**config.mk**
```make
export PLATFORM = sky130hd
export DESIGN_NAME = load_store_unit_flat
export DESIGN_NICKNAME = d
export VERILOG_FILES = /design/src/rtl/lsu_pkg.sv /design/src/rtl/lsu_if.sv /design/src/rtl/load_extend.sv /design/src/rtl/load_store_unit.sv /design/src/flat_wrapper.sv
export SDC_FILE = /design/constraint.sdc
export NUM_CORES = 1
export LEC_CHECK = 0
export CAP_MARGIN = 10
export CORE_MARGIN = 3
export CORE_UTILIZATION = 39
export DETAILED_ROUTE_END_ITERATION = 10
export PLACE_DENSITY = 0.78
export SYNTH_ARGS = -nofsm -noshare
export SYNTH_HDL_FRONTEND = slang
export SYNTH_SLANG_ARGS = --single-unit
export TNS_END_PERCENT = 50
```
**constraint.sdc**
```tcl
create_clock -name clk_i -period 1.7 [get_ports clk_i]
set_clock_uncertainty 0.05 [all_clocks]
set_input_delay 0.255 -clock clk_i [delete_from_list [all_inputs] [get_ports clk_i]]
set_output_delay 0.255 -clock clk_i [all_outputs]
set_load 0.01 [all_outputs]
```
**src/rtl/lsu_pkg.sv**
```systemverilog
// Shared definitions for the load/store unit: funct3 codes, FSM states and
// the byte-lane helpers used on the request path.
package lsu_pkg;

    localparam int XLEN = 32;

    localparam logic [2:0] F3_B  = 3'b000;
    localparam logic [2:0] F3_H  = 3'b001;
    localparam logic [2:0] F3_W  = 3'b010;
    localparam logic [2:0] F3_BU = 3'b100;
    localparam logic [2:0] F3_HU = 3'b101;

    typedef enum logic [1:0] {
        IDLE = 2'd0,
        REQ  = 2'd1,
        DONE = 2'd2
    } state_t;

    // Byte enables for the access size in funct3[1:0] at the given offset.
    function automatic logic [3:0] byte_enables(input logic [2:0] funct3,
                                                input logic [1:0] offset);
        logic [3:0] be;
        case (funct3[1:0])
            2'b00:   be = 4'b0001 << offset;
            2'b01:   be = 4'b0011 << {offset[1], 1'b0};
            default: be = 4'b1111;
        endcase
        return be;
    endfunction

    // Illegal funct3 or a misaligned halfword/word access.
    function automatic logic access_fault(input logic       write,
                                          input logic [2:0] funct3,
                                          input logic [1:0] offset);
        logic fault;
        case (funct3)
            F3_B:    fault = 1'b0;
            F3_H:    fault = offset[0];
            F3_W:    fault = (offset != 2'b00);
            F3_BU:   fault = write;
            F3_HU:   fault = write | offset[0];
            default: fault = 1'b1;
        endcase
        return fault;
    endfunction

    // Replicate store data across every lane so any byte enable finds it.
    function automatic logic [XLEN-1:0] store_lanes(input logic [2:0]      funct3,
                                                    input logic [XLEN-1:0] wdata);
        logic [XLEN-1:0] lanes;
        case (funct3[1:0])
            2'b00:   lanes = {4{wdata[7:0]}};
            2'b01:   lanes = {2{wdata[15:0]}};
            default: lanes = wdata;
        endcase
        return lanes;
    endfunction

endpackage

```
**src/rtl/lsu_if.sv**
```systemverilog
// Data-memory req/ack bus between the load/store unit and memory.
interface lsu_if;
    import lsu_pkg::*;

    logic            req;
    logic            we;
    logic [XLEN-1:0] addr;
    logic [3:0]      be;
    logic [XLEN-1:0] wdata;
    logic            ack;
    logic [XLEN-1:0] rdata;

    modport master (output req, we, addr, be, wdata, input ack, rdata);
    modport slave  (input req, we, addr, be, wdata, output ack, rdata);

endinterface

```
**src/rtl/load_extend.sv**
```systemverilog
// Aligns the addressed byte/halfword of a read word to bit 0 and extends it.
module load_extend
    import lsu_pkg::*;
(
    input  logic [1:0]      offset,
    input  logic [2:0]      funct3,
    input  logic [XLEN-1:0] word,
    output logic [XLEN-1:0] data
);

    logic [XLEN-1:0] shifted;

    assign shifted = word >> {offset, 3'b000};

    // Select the extension rule for the load type.
    always_comb begin
        // NOTE: every output of a combinational block gets a default first so
        // no path leaves it unassigned and a latch cannot be inferred.
        data = '0;
        case (funct3)
            F3_B:    data = {{24{shifted[7]}}, shifted[7:0]};
            F3_H:    data = {{16{shifted[15]}}, shifted[15:0]};
            F3_W:    data = shifted;
            F3_BU:   data = {24'd0, shifted[7:0]};
            F3_HU:   data = {16'd0, shifted[15:0]};
            default: data = '0;
        endcase
    end

endmodule

```
**src/rtl/load_store_unit.sv**
```systemverilog
// Memory-stage load/store unit: one req/ack bus transaction per instruction,
// stalling the pipeline until a one-cycle Done_o pulse.
module load_store_unit
    import lsu_pkg::*;
#(
    parameter int DATA_WIDTH = XLEN
) (
    input  logic                  clk_i,
    input  logic                  rst_i,
    input  logic                  En_i,
    input  logic                  Write_i,
    input  logic [2:0]            Funct3_i,
    input  logic [DATA_WIDTH-1:0] Addr_i,
    input  logic [DATA_WIDTH-1:0] WriteData_i,
    output logic                  Busy_o,
    output logic                  Done_o,
    output logic                  Fault_o,
    output logic [DATA_WIDTH-1:0] ReadData_o,
    lsu_if.master                 mem
);

    state_t                state, state_n;
    logic                  req_q, req_n;
    logic                  we_q, we_n;
    logic [DATA_WIDTH-1:0] addr_q, addr_n;
    logic [3:0]            be_q, be_n;
    logic [DATA_WIDTH-1:0] wdata_q, wdata_n;
    logic [1:0]            offset_q, offset_n;
    logic [2:0]            funct3_q, funct3_n;
    logic [DATA_WIDTH-1:0] read_data_q, read_data_n;
    logic                  done_q, done_n;
    logic                  fault_q, fault_n;
    logic [DATA_WIDTH-1:0] load_data;
    logic                  bad_access;

    assign bad_access = access_fault(Write_i, Funct3_i, Addr_i[1:0]);

    // Extraction runs on the latched offset/funct3 against the live read word.
    load_extend u_load_extend (
        .offset (offset_q),
        .funct3 (funct3_q),
        .word   (mem.rdata),
        .data   (load_data)
    );

    // Next-state and next-output logic; everything holds unless changed.
    always_comb begin
        state_n     = state;
        req_n       = req_q;
        we_n        = we_q;
        addr_n      = addr_q;
        be_n        = be_q;
        wdata_n     = wdata_q;
        offset_n    = offset_q;
        funct3_n    = funct3_q;
        read_data_n = read_data_q;
        done_n      = 1'b0;
        fault_n     = 1'b0;

        case (state)
            IDLE: begin
                if (En_i) begin
                    if (bad_access) begin
                        state_n     = DONE;
                        done_n      = 1'b1;
                        fault_n     = 1'b1;
                        read_data_n = '0;
                    end else begin
                        state_n  = REQ;
                        req_n    = 1'b1;
                        we_n     = Write_i;
                        addr_n   = {Addr_i[DATA_WIDTH-1:2], 2'b00};
                        be_n     = byte_enables(Funct3_i, Addr_i[1:0]);
                        wdata_n  = store_lanes(Funct3_i, WriteData_i);
                        offset_n = Addr_i[1:0];
                        funct3_n = Funct3_i;
                    end
                end
            end
            REQ: begin
                if (mem.ack) begin
                    state_n     = DONE;
                    req_n       = 1'b0;
                    done_n      = 1'b1;
                    read_data_n = we_q ? '0 : load_data;
                end
            end
            // The pipeline still presents this instruction, so En_i is ignored.
            DONE:    state_n = IDLE;
            default: state_n = IDLE;
        endcase
    end

    // State and registered outputs with synchronous reset.
    always_ff @(posedge clk_i) begin
        // NOTE: sequential state uses non-blocking assignments so every
        // register samples the pre-edge values regardless of statement order.
        if (rst_i) begin
            state       <= IDLE;
            req_q       <= 1'b0;
            we_q        <= 1'b0;
            addr_q      <= '0;
            be_q        <= '0;
            wdata_q     <= '0;
            offset_q    <= '0;
            funct3_q    <= '0;
            read_data_q <= '0;
            done_q      <= 1'b0;
            fault_q     <= 1'b0;
        end else begin
            state       <= state_n;
            req_q       <= req_n;
            we_q        <= we_n;
            addr_q      <= addr_n;
            be_q        <= be_n;
            wdata_q     <= wdata_n;
            offset_q    <= offset_n;
            funct3_q    <= funct3_n;
            read_data_q <= read_data_n;
            done_q      <= done_n;
            fault_q     <= fault_n;
        end
    end

    // Stall is combinational so the accepting cycle already holds the pipe.
    assign Busy_o = !rst_i && ((state == IDLE && En_i) || state == REQ);

    assign Done_o     = done_q;
    assign Fault_o    = fault_q;
    assign ReadData_o = read_data_q;
    assign mem.req    = req_q;
    assign mem.we     = we_q;
    assign mem.addr   = addr_q;
    assign mem.be     = be_q;
    assign mem.wdata  = wdata_q;

endmodule

```
**src/flat_wrapper.sv**
```systemverilog
// flat-port wrapper written by rule: the top's interface ports become plain ports
module load_store_unit_flat import lsu_pkg::*;
#(
    parameter int DATA_WIDTH = XLEN
)
  (clk_i, rst_i, En_i, Write_i, Funct3_i, Addr_i, WriteData_i, Busy_o, Done_o, Fault_o, ReadData_o, mem_req, mem_we, mem_addr, mem_be, mem_wdata, mem_ack, mem_rdata);
  lsu_if mem_i ();
  input  logic clk_i;
  input  logic rst_i;
  input  logic En_i;
  input  logic Write_i;
  input  logic [2:0] Funct3_i;
  input  logic [DATA_WIDTH-1:0] Addr_i;
  input  logic [DATA_WIDTH-1:0] WriteData_i;
  output logic Busy_o;
  output logic Done_o;
  output logic Fault_o;
  output logic [DATA_WIDTH-1:0] ReadData_o;
  output wire logic [$bits(mem_i.req)-1:0] mem_req;
  output wire logic [$bits(mem_i.we)-1:0] mem_we;
  output wire logic [$bits(mem_i.addr)-1:0] mem_addr;
  output wire logic [$bits(mem_i.be)-1:0] mem_be;
  output wire logic [$bits(mem_i.wdata)-1:0] mem_wdata;
  input wire logic [$bits(mem_i.ack)-1:0] mem_ack;
  input wire logic [$bits(mem_i.rdata)-1:0] mem_rdata;
  assign mem_req = mem_i.req;
  assign mem_we = mem_i.we;
  assign mem_addr = mem_i.addr;
  assign mem_be = mem_i.be;
  assign mem_wdata = mem_i.wdata;
  assign mem_i.ack = mem_ack;
  assign mem_i.rdata = mem_rdata;
  load_store_unit #(.DATA_WIDTH(DATA_WIDTH)) u_core (.clk_i(clk_i), .rst_i(rst_i), .En_i(En_i), .Write_i(Write_i), .Funct3_i(Funct3_i), .Addr_i(Addr_i), .WriteData_i(WriteData_i), .Busy_o(Busy_o), .Done_o(Done_o), .Fault_o(Fault_o), .ReadData_o(ReadData_o), .mem(mem_i));
endmodule
```
# After elaboration in Yosys (flattened, before gate mapping)
# Cells that the tools add are included.
[classes]
eq_ne = 14
shift = 3
n_mux = 21
n_bitwise = 3
reduce_logical = 15
[op_table]
columns = ["op", "n"]
rows = [
  ["32-bit one-hot mux with 5 select lines", 1],
  ["32-bit two-way mux", 4],
  ["32-bit one-hot mux with 2 select lines", 2],
  ["32-bit by 5-bit right shift with 32-bit output", 1],
  ["3-bit == test (second input constant)", 4],
  ["4-bit one-hot mux with 2 select lines", 1],
  ["4-bit AND reduction", 2],
  ["3-bit by 1-bit == test with 1-bit output (second input constant)", 2],
  ["3-bit by 2-bit == test with 1-bit output (second input constant)", 2],
  ["3-bit zero test", 2],
  ["1-bit two-way mux", 6],
  ["2-bit two-way mux", 3],
  ["2-bit != test (second input constant)", 3],
  ["1-bit one-hot mux with 5 select lines", 1],
  ["2-bit by 1-bit == test with 1-bit output (second input constant)", 2],
  ["2-bit zero test", 2],
  ["1-bit one-hot mux with 2 select lines", 2],
  ["2-bit one-hot mux with 2 select lines", 1],
  ["2-bit nonzero test", 2],
  ["1-bit by 2-bit << shifter with 4-bit output (first input constant)", 1],
  ["2-bit by 2-bit << shifter with 4-bit output (first input constant)", 1],
  ["3-bit AND reduction", 1],
  ["1-bit logical AND", 2],
  ["2-bit by 1-bit != test with 1-bit output (second input constant)", 1],
  ["6 further kinds", 7],
]
[word_totals]
regBits = 109
inputBits = 104
out_inout_bits = 105
wordCells = 67

# Logic depth before layout (Yosys ltp)
# Gate-level depths: netlist of the first run.
[logic_depth]
word_depth = 5
ltp_mapped = 7
ltp_nobuf = 4

# Cells and area by module
# A second synthesis of the first run with hierarchy kept.
[unflattened]
cells_unflattened = 618
hier_area_um2 = 5220.0
[modules_own_cells]
columns = ["module", "instances", "cells_each", "area_per_inst_um2"]
rows = [
  ["load_store_unit", 1, 509, 4416.7],
  ["load_extend", 1, 109, 803.3],
]

# Worst setup path after synthesis of the first run
# No wires, ideal clock.
[synth_path]
path_type = "register to register"
start = "register u_core.state[1]"
end = "register u_core.read_data_q[24], in the netlist u_core.ReadData_o[24]"
setup_time_ns = 0.117
t_arrival_ns = 1.584
t_required_ns = 1.533
path_slack_ns = -0.051
path_stages_with_launch = 7
synth_period_minus_slack_ns = 1.751
path_cell_list = "dfxtp_1 or3b_1 o31a_4 nor2b_4 buf_6 buf_6 a22o_1"
[synth_via]
elab_chain_cells = 3
word_cells_on_any_way = 8
[synth_rtl]
columns = ["item", "line", "text"]
rows = [
  ["start, declared", "load_store_unit.sv:22", "state_t state, state_n;"],
  ["start signal, assigned", "load_store_unit.sv:111", "state <= state_n;"],
  ["2-bit by 1-bit == test with 1-bit output or 2-bit zero test (tied branches)", "load_store_unit.sv:60", "case (state)"],
  ["2-bit != test (no source line) (tied with other cells)", "-", ""],
  ["4-bit AND reduction (no source line)", "-", ""],
  ["end signal, assigned", "load_store_unit.sv:119", "read_data_q <= read_data_n;"],
  ["end, declared", "load_store_unit.sv:30", "logic [DATA_WIDTH-1:0] read_data_q, read_data_n;"],
]
# Parallel ways exist; a longest one is shown, timed or not.
# A chain may end at the register's enable or synchronous reset.

# Worst setup path in the final report of the first run
[layout_path]
start = "register u_core.state[1]"
end = "register u_core.read_data_q[16], in the netlist u_core.ReadData_o[16]"
# The elaborated chain is that of the path after synthesis.

==> impl_metrics.yaml, run 1 <==
status:
  status: "complete, no violations"
sta:
  tns_ps: 0
  period_needed_ps: 1660
  max_slew_margin: 0.530
  timing.fmax_mhz: 603
  worst_slew_pin_slew_ps: 706
  finalCritPeriodShare: 0.975
  finalHoldViolations: 0
  drv_slew: 0
  setup_viol_count_final: 0
  holdWs_ps: 177
floorplan:
  core_um2: 12200
  start_util: 0.402
  dieWidth_um: 118
  num_rows: 40
  io_pins: 209
  die_area_um2: 13900
  dieHeight_um: 118
synthesis:
  synth.distinct_cells: 49
  synth_edf_count: 0
  synth_async_sr_flop_share: 0
  synthTopCellsByArea: "dfxtp_1, nand2_1, a21oi_1"
  ys_seq_area_frac: 0.446
  ys_ff_latch: 109
  yosysTopAreaCellShare: 0.446
  synth_cells: 562
  synthesis.area_um2: 4890
  synth-main-ff-cell: "dfxtp_1"
  synth_largest_area_cell: "dfxtp_1"
  syn_avg_cell_area_um2: 8.71
  yosys_warnings: 0
setup_path:
  max_stage_delay_ps: 390
  cp.arrival_ps: 1840
  r2r_slack_ps: 40
  crit_slowest_cell: "or3b_1"
  cp_max_fo: 16
  crit_end: "u_core.ReadData_o[16]"
  startpoint: "u_core.state[1]"
  crit_path_cell_trace: "or3b_1 -> o31a_4 -> nor2b_4 -> a22o_1"
  critical_path.startpoint_type: "register"
  crit_family: "simple AND/OR/NAND/NOR gates"
  cp-end-kind: "register"
  required_ps: 1880
  reg2reg_depth: 4
  cp_num_buf_inv: 0
  cp.depth: 4
  r2r-end: "u_core.ReadData_o[16]"
  crit_type: "register to register"
  worstReg2RegStart: "u_core.state[1]"
cts:
  insertion_delay_ps: 340
  tritoncts: "done"
  cts-hold-fix-buffers: 0
  cts_buffers: 9
  cts_htree_levels: 3
  root_buffer: "clkbuf_16"
  clockBufferDepth: 2
  cts_sinks: 109
  clk_pin_slew_ps: 70
global_route:
  grt_usage: 0.224
  antenna_found_initial: 3
  grt_overflow: 0
  grt_pass1_wl_um: 25500
  grt_pass1_vias: 5029
  grt_max_degree: 69
cells_and_area:
  final_cells: 959
  syn_to_final_growth_pct: 59.4
  final_cell_mix: "clkdlybuf4s50_1, nand2_1, dfxtp_1, a21oi_1, buf_4"
  layout_commonest_cell: "clkdlybuf4s50_1"
  drive_above_1_share: 0.137
  fin_nets: 887
  fin_util: 0.642
pwr:
  ir_drop_mv: 0.568
  p_total_mw: 6.03
  leakage_nw: 2.83
  pwr_density_cell_nw_per_um2: 772
placement:
  portBuffers: 206
  hpwl_um: 11800
  gp_congestion: 0.899
  place_inst: 936
route:
  drt-initial-drc-count: 339
  firstDrtPassIters: 5
  drc: 0
  drt-vias-per-instance: 5.23
  drt_wl_total_um: 16000
  drt.antenna.violating_nets: 0
  num_vias: 5016
  routedWlPerCell_um: 16.7
flow_run:
  drv_cap: 0
worst_hold_path:
  hold_class: "input pin to register"
  min_path_cells: 3
[kinds of logic (layout without fill, tap and decap cells)]
| kind of cell | after synthesis | count (layout) | synth area share |
|---|---|---|---|
| AND/OR/NAND/NOR | 200 | 200 | 0.178 |
| AO/OA/AOI/OAI | 152 | 152 | 0.215 |
| flip-flops | 109 | 109 | 0.446 |
| buffers and inverters | 59 | 284 | 0.0563 |
| multiplexers | 41 | 41 | 0.105 |
| other | 1 | 5 | 0.000766 |
[synthesized netlist by cell type, drive strengths merged, types with 3 or more instances]
library cell  count
nor2             31
nor3              4
dfxtp           109
a22o             16
a311oi           10
buf              28
or3b              3
a211oi           10
nor2b             5
a21oi            57
mux4              7
nand2b            3
clkbuf           20
mux2i            23
a31oi             8
o21ai            12
o2bb2ai           7
a22oi             9
nand2           137
o211ai           18
mux2             11
inv              10
nand3             8
[registers in the layout, summed over array words and instances (netlist names)]
signal and flops:
u_core.offset_q 2, u_core.mem.be 4, u_core.mem.addr 30, u_core.funct3_q 3
u_core.ReadData_o 32, u_core.Done_o 1, u_core.mem.wdata 32, u_core.mem.req 1
u_core.mem.we 1, u_core.Fault_o 1, u_core.state 2
[layer usage]
metal	share of wire	wire, um	GRT usage	up-vias
met5	0	0	0	-
li1	-	-	-	2426
met4	0.043	683	0.117	0
met3	0.063	1010	0.0577	43
met2	0.50	7930	0.381	185
met1	0.40	6360	0.259	2362
[cell type report]
type,count,area [um2]
timing repair buffer,257,2580
multi-input combinational,395,2480
inverter,11,41.3
sequential,109,2190
antenna,3,7.51
clock inverter,4,32.5
tap,168,210
fill,981,4360
clock buffer,12,256
[where the power goes]
part	total [mW]	leakage, nW	internal, mW	switching (mW)
Combinational	1.29	1.81	0.713	0.573
Clock	2.01	0.135	1.08	0.929
Sequential	2.73	0.887	2.66	0.0673
[stage by stage]
stage | area (um2) | setup WS, ps
floorplan | 4900 | -44.3
global placement | 7380 | -387
detailed placement | 7380 | -465
CTS | 7790 | 1.74
global route | 7800 | -8.16
finish | 7800 | 42.8
[worst min-delay path: cells and delay by family]
kind | cells | cell delay [ps]
buffers and inverters | 1 | 110
and+or+nand+nor | 2 | 160
[what timing repair did]
action,in CTS,in global routing
setup endpoints to repair,45,32
buffers inserted,2,1
endpoints found under the hold margin,0,0
gates cloned,3,0
gates resized for setup,9,10
pin swaps,1,1
[how the worst min path moves through the flow]
stage | from | to | slack (ps)
final | rst_i | u_core.Fault_o | 180
after CTS | rst_i | u_core.Fault_o | 180
after global routing | rst_i | u_core.Fault_o | 190
after global placement | u_core.mem.addr[20] | u_core.mem.addr[20] | 390
after floorplan | Addr_i[10] | u_core.mem.addr[10] | 340
after detailed placement | u_core.mem.wdata[7] | u_core.mem.wdata[7] | 400
Power figures use the tool's default switching activity.
==> run 2, diff against run 1 <==
==> constraint.sdc (replaced) <==
create_clock -name clk_i -period 1.45 [get_ports clk_i]
set_clock_uncertainty 0.05 [all_clocks]
set_input_delay 0.2175 -clock clk_i [delete_from_list [all_inputs] [get_ports clk_i]]
set_output_delay 0.2175 -clock clk_i [all_outputs]
set_load 0.01 [all_outputs]
==> impl_metrics.yaml, run 2 (same netlist as run 1, synthesis figures left out) <==
floorplan:
  io_pins: 209
  start_util: 0.402
  die_area_um2: 13900
  dieWidth_um: 118
  core_um2: 12200
  num_rows: 40
  dieHeight_um: 118
cells_and_area:
  multi_input_area_um2: 2670
  drive_above_1_share: 0.200
  fillers: 954
  diodes: 0
  syn_to_final_growth_pct: 67.9
  layout_commonest_cell: "nand2_1"
  fin_nets: 915
  final_cell_mix: "nand2_1, dlygate4sd2_1, dfxtp_1, clkdlybuf4s50_1, buf_4"
  seqCellArea_um2: 2190
  fin_util: 0.676
setup_path:
  crit_family: "compound AO/OA/AOI/OAI gates"
  required_ps: 1620
  r2r-end: "u_core.ReadData_o[4]"
  crit_slowest_cell: "or3b_1"
  cp_num_buf_inv: 1
  r2r_slack_ps: -200
  crit_path_cell_trace: "or3b_1 -> o31a_4 -> buf_12 -> a22oi_1 -> nor2_1"
  cp_max_fo: 16
  cp-end-kind: "register"
  critical_path.startpoint_type: "register"
  worstReg2RegStart: "u_core.state[1]"
  max_stage_delay_ps: 390
  reg2reg_depth: 5
  crit_type: "register to register"
  cp.arrival_ps: 1820
sta:
  setup_viol_count_final: 89
  period_needed_ps: 1650
  layout_setup_ws_ps: -201
  drv_slew: 0
  finalHoldViolations: 0
  max_slew_margin: 0.664
  finalCritPeriodShare: 1.14
  worst_slew_pin_slew_ps: 504
  timing.fmax_mhz: 606
  rsz0062_at_grt: "yes"
worst_hold_path:
  hp-start: "rst_i"
  min_to: "u_core.Fault_o"
  min_path_cells: 3
  hold_class: "input pin to register"
cts:
  cts_sinks: 109
  cts-hold-fix-buffers: 0
  clockBufferDepth: 2
  cts_htree_levels: 3
  root_buffer: "clkbuf_16"
  tritoncts: "done"
  insertion_delay_ps: 350
  cts_buffers: 9
  clk_pin_slew_ps: 80
pwr:
  ir_drop_mv: 0.796
  power_frac_clock: 0.327
  comb_power_share: 0.230
  pwr_density_cell_nw_per_um2: 879
  p_sw_mw: 2.02
  leakage_nw: 3.54
  seqPwrFrac: 0.443
  p_total_mw: 7.22
  switching_share: 0.280
  internal_power_mw: 5.20
route:
  firstDrtPassIters: 5
  num_vias: 5290
  drt.antenna.violating_nets: 0
  drt_wl_total_um: 18000
  drc: 0
  drt-vias-per-instance: 5.38
  routedWlPerCell_um: 18.3
  drt-initial-drc-count: 473
global_route:
  grt_pass1_vias: 5244
  grt_usage: 0.243
  grt_overflow: 0
  antenna_found_initial: 0
  grt_max_degree: 57
  grt_pass1_wl_um: 27300
status:
  status: "finished, violations left"
  violations: "negative setup slack"
placement:
  portBuffers: 206
  hpwl_um: 12200
  gp_congestion: 0.916
flow_run:
  drv_cap: 0
[run 2: how the worst max path moves through the flow]
stage | start | end | slack [ps] | cells past startpoint
final | u_core.state[1] | u_core.ReadData_o[4] | -200 | 5
after global routing | u_core.state[1] | u_core.ReadData_o[0] | -230 | 5
after CTS | u_core.state[1] | u_core.ReadData_o[5] | -170 | 5
after detailed placement | Addr_i[0] | u_core.mem.wdata[19] | -710 | 6
after global placement | En_i | u_core.ReadData_o[26] | -610 | 6
after floorplan | u_core.state[1] | u_core.ReadData_o[24] | -290 | 6
[run 2: through the flow]
stage,setup WS [ps],hold slack [ps],setup TNS [ps],instances,cell area [um2]
3_5_place_dp,-709,398,-60990,950,7540
5_1_grt,-229,124,-12820,984,8220
4_1_cts,-172,122,-6590,978,8030
2_1_floorplan,-294,296,-4650,563,4930
3_3_place_gp,-608,392,-55440,950,7540
6_report,-201,131,-8590,984,8220
[run 2: repair_timing]
item | 4_1_cts | 5_1_grt
pin swaps | 25 | 16
setup endpoints to repair | 212 | 109
buffers inserted | 8 | 2
gates cloned | 6 | 4
resized for setup | 157 | 22
[run 2: layout make-up]
cell class,count,area share
multi-input combinational,397,0.325
timing repair buffer,283,0.343
inverter,11,0.00503
sequential,109,0.267
tap,168,0.0256
clock buffer,9,0.0274
clock inverter,7,0.00685
[run 2: per-layer routing]
layer | vias up | GRT usage | routed length [um] | part of all wire
met5 | - | 0 | 0 | 0
met4 | 0 | 0.125 | 817 | 0.045
met3 | 60 | 0.0591 | 1430 | 0.080
met2 | 273 | 0.418 | 8890 | 0.49
met1 | 2485 | 0.279 | 6840 | 0.38
li1 | 2472 | - | - | -
[run 2: power by group through the flow]
stage / Sequential [mW] / Combinational (mW) / Clock, mW
after floorplan: 3.31 / 0.600 / 0
after global placement: 3.26 / 1.48 / 0
after detailed placement: 3.27 / 1.51 / 0
after CTS: 3.19 / 1.57 / 2.40
after global routing: 3.21 / 1.76 / 2.54
final: 3.20 / 1.66 / 2.36
[run 2: worst reg2reg max path: stages (launching register included)]
cell and delay (ps):
dfxtp_2 350, or3b_1 390, o31a_4 320, buf_12 160
a22oi_1 180, nor2_1 60
==> run 3, diff against run 2 <==
--- a/config.mk
+++ b/config.mk
@@ -6,7 +6,6 @@
 export NUM_CORES = 1
 export LEC_CHECK = 0
 export CAP_MARGIN = 10
-export CORE_MARGIN = 3
 export CORE_UTILIZATION = 39
 export DETAILED_ROUTE_END_ITERATION = 10
 export PLACE_DENSITY = 0.78
==> impl_metrics.yaml, run 3 (same netlist as run 1, synthesis figures left out) <==
cells_and_area:
  drive_above_1_share: 0.246
  syn_to_final_growth_pct: 71.3
  fin_nets: 924
  fin_area_um2: 8380
  final_cells: 995
  layout_commonest_cell: "nand2_1"
  fin_util: 0.692
  final_cell_mix: "nand2_1, dlygate4sd2_1, dfxtp_1, clkdlybuf4s50_1, buf_4"
global_route:
  grt_max_degree: 33
  grt_busiest_layer: "met2"
  grt_pass1_vias: 5365
  grt_util_met3: 0.0701
  grt_pass1_wl_um: 26500
  grt_use_met1: 0.284
  antenna_found_initial: 3
  use_met2: 0.473
  grt_overflow: 0
  grt_usage: 0.263
sta:
  finalCritPeriodShare: 1.12
  holdWs_ps: 22.3
  timing.fmax_mhz: 613
  period_needed_ps: 1630
  finalHoldViolations: 0
  rsz0062_at_grt: "yes"
  drv_slew: 0
  setup_viol_count_final: 96
  layout_setup_ws_ps: -181
  tns_ps: -8770
pwr:
  p_total_mw: 7.40
  switching_share: 0.270
  p_sw_mw: 2.00
  ir_drop_mv: 0.888
  comb_power_share: 0.229
  pwr_density_cell_nw_per_um2: 883
  internal_power_mw: 5.40
  leakage_nw: 3.66
  power_frac_clock: 0.339
  seqPwrFrac: 0.432
route:
  firstDrtPassIters: 5
  drt.antenna.violating_nets: 0
  drt_wl_total_um: 17600
  num_vias: 5321
  routedWlPerCell_um: 17.7
  drt-vias-per-instance: 5.35
  drc: 0
  drt-initial-drc-count: 308
cts:
  cts-hold-fix-buffers: 0
  root_buffer: "clkbuf_16"
  cts_sinks: 109
  cts_buffers: 9
  cts_htree_levels: 3
  clockBufferDepth: 2
  clk_pin_slew_ps: 70
  tritoncts: "done"
  insertion_delay_ps: 360
status:
  violations: "negative setup slack"
  status: "finished, violations left"
setup_path:
  worstReg2RegStart: "u_core.state[0]"
  crit_slowest_cell: "or3b_1"
  required_ps: 1640
  crit_path_cell_trace: "or3b_1 -> o31a_4 -> buf_12 -> a22oi_1 -> nor2_1"
  r2r-end: "u_core.ReadData_o[4]"
  cp_max_fo: 16
  cp.arrival_ps: 1820
  r2r_slack_ps: -180
  critical_path.startpoint_type: "register"
  max_stage_delay_ps: 390
  reg2reg_depth: 5
  cp-end-kind: "register"
  startpoint: "u_core.state[0]"
  crit_type: "register to register"
floorplan:
  dieWidth_um: 114
  die_area_um2: 13000
  start_util: 0.404
  dieHeight_um: 114
  num_rows: 40
  core_um2: 12100
  io_pins: 209
placement:
  place_inst: 955
  post_dp_cell_area_um2: 7550
  portBuffers: 206
  dpl_worst_slack_ps: -608
  hpwl_um: 11800
  gp_congestion: 0.914
worst_hold_path:
  min_to: "u_core.mem.req"
  min_path_cells: 2
  hp-start: "rst_i"
  hold_class: "input pin to register"
flow_run:
  drv_cap: 0
run 3: cell count changes in the layout (fill, tap and decap cells not counted), moves of 3 or more:
cell | before | now
a21oi_1 | 46 | 31
a21oi_2 | 9 | 24
buf_4 | 48 | 60
buf_8 | 0 | 4
clkdlybuf4s15_2 | 4 | 1
diode_2 | 0 | 3
dlygate4sd2_1 | 104 | 108
inv_6 | 3 | 0
nand2_1 | 136 | 119
nand2_2 | 0 | 6
nand2_4 | 1 | 12
run 3: cell type report:
class / count / area [um2]
diodes: 3 / 7.51
clock buffers: 10 / 239
clock inverters: 5 / 61.3
fillers: 911 / 3730
inverters: 11 / 41.3
multi-input cells: 396 / 2770
flip-flops and latches: 109 / 2200
well taps: 168 / 210
repair buffers: 293 / 2860
run 3: worst max-delay path by stage:
stage / end / slack [ps] / depth (start not counted)
floorplan: u_core.ReadData_o[24] / -290 / 6
global placement: u_core.ReadData_o[19] / -540 / 6
detailed placement: u_core.ReadData_o[25] / -610 / 6
CTS: u_core.ReadData_o[19] / -180 / 4
global route: u_core.mem.wdata[11] / -260 / 8
finish: u_core.ReadData_o[4] / -180 / 5
run 3: critical path: cells and delay by family (launching register included):
kind            cells  cell delay [ps]
compound gates      2              530
buf+inv             1              160
flops               1              330
simple gates        2              450
run 3: power by group through the flow:
stage	registers, mW	clock network, mW	logic (mW)
floorplan	3.31	0	0.600
global placement	3.26	0	1.46
detailed placement	3.27	0	1.49
CTS	3.20	2.53	1.61
global route	3.22	2.66	1.80
finish	3.20	2.51	1.69
run 3: routing by layer:
metal  vias up  share of wire
met4         0          0.045
li1       2502              -
met1      2513           0.37
met5         -              0
met2       241           0.52
met3        65          0.064
run 3: timing repair:
action / CTS / global route
cloned: 7 / 2
setup endpoints to repair: 211 / 105
resized for setup: 177 / 47
pin swaps: 29 / 38
setup buffers: 13 / 5
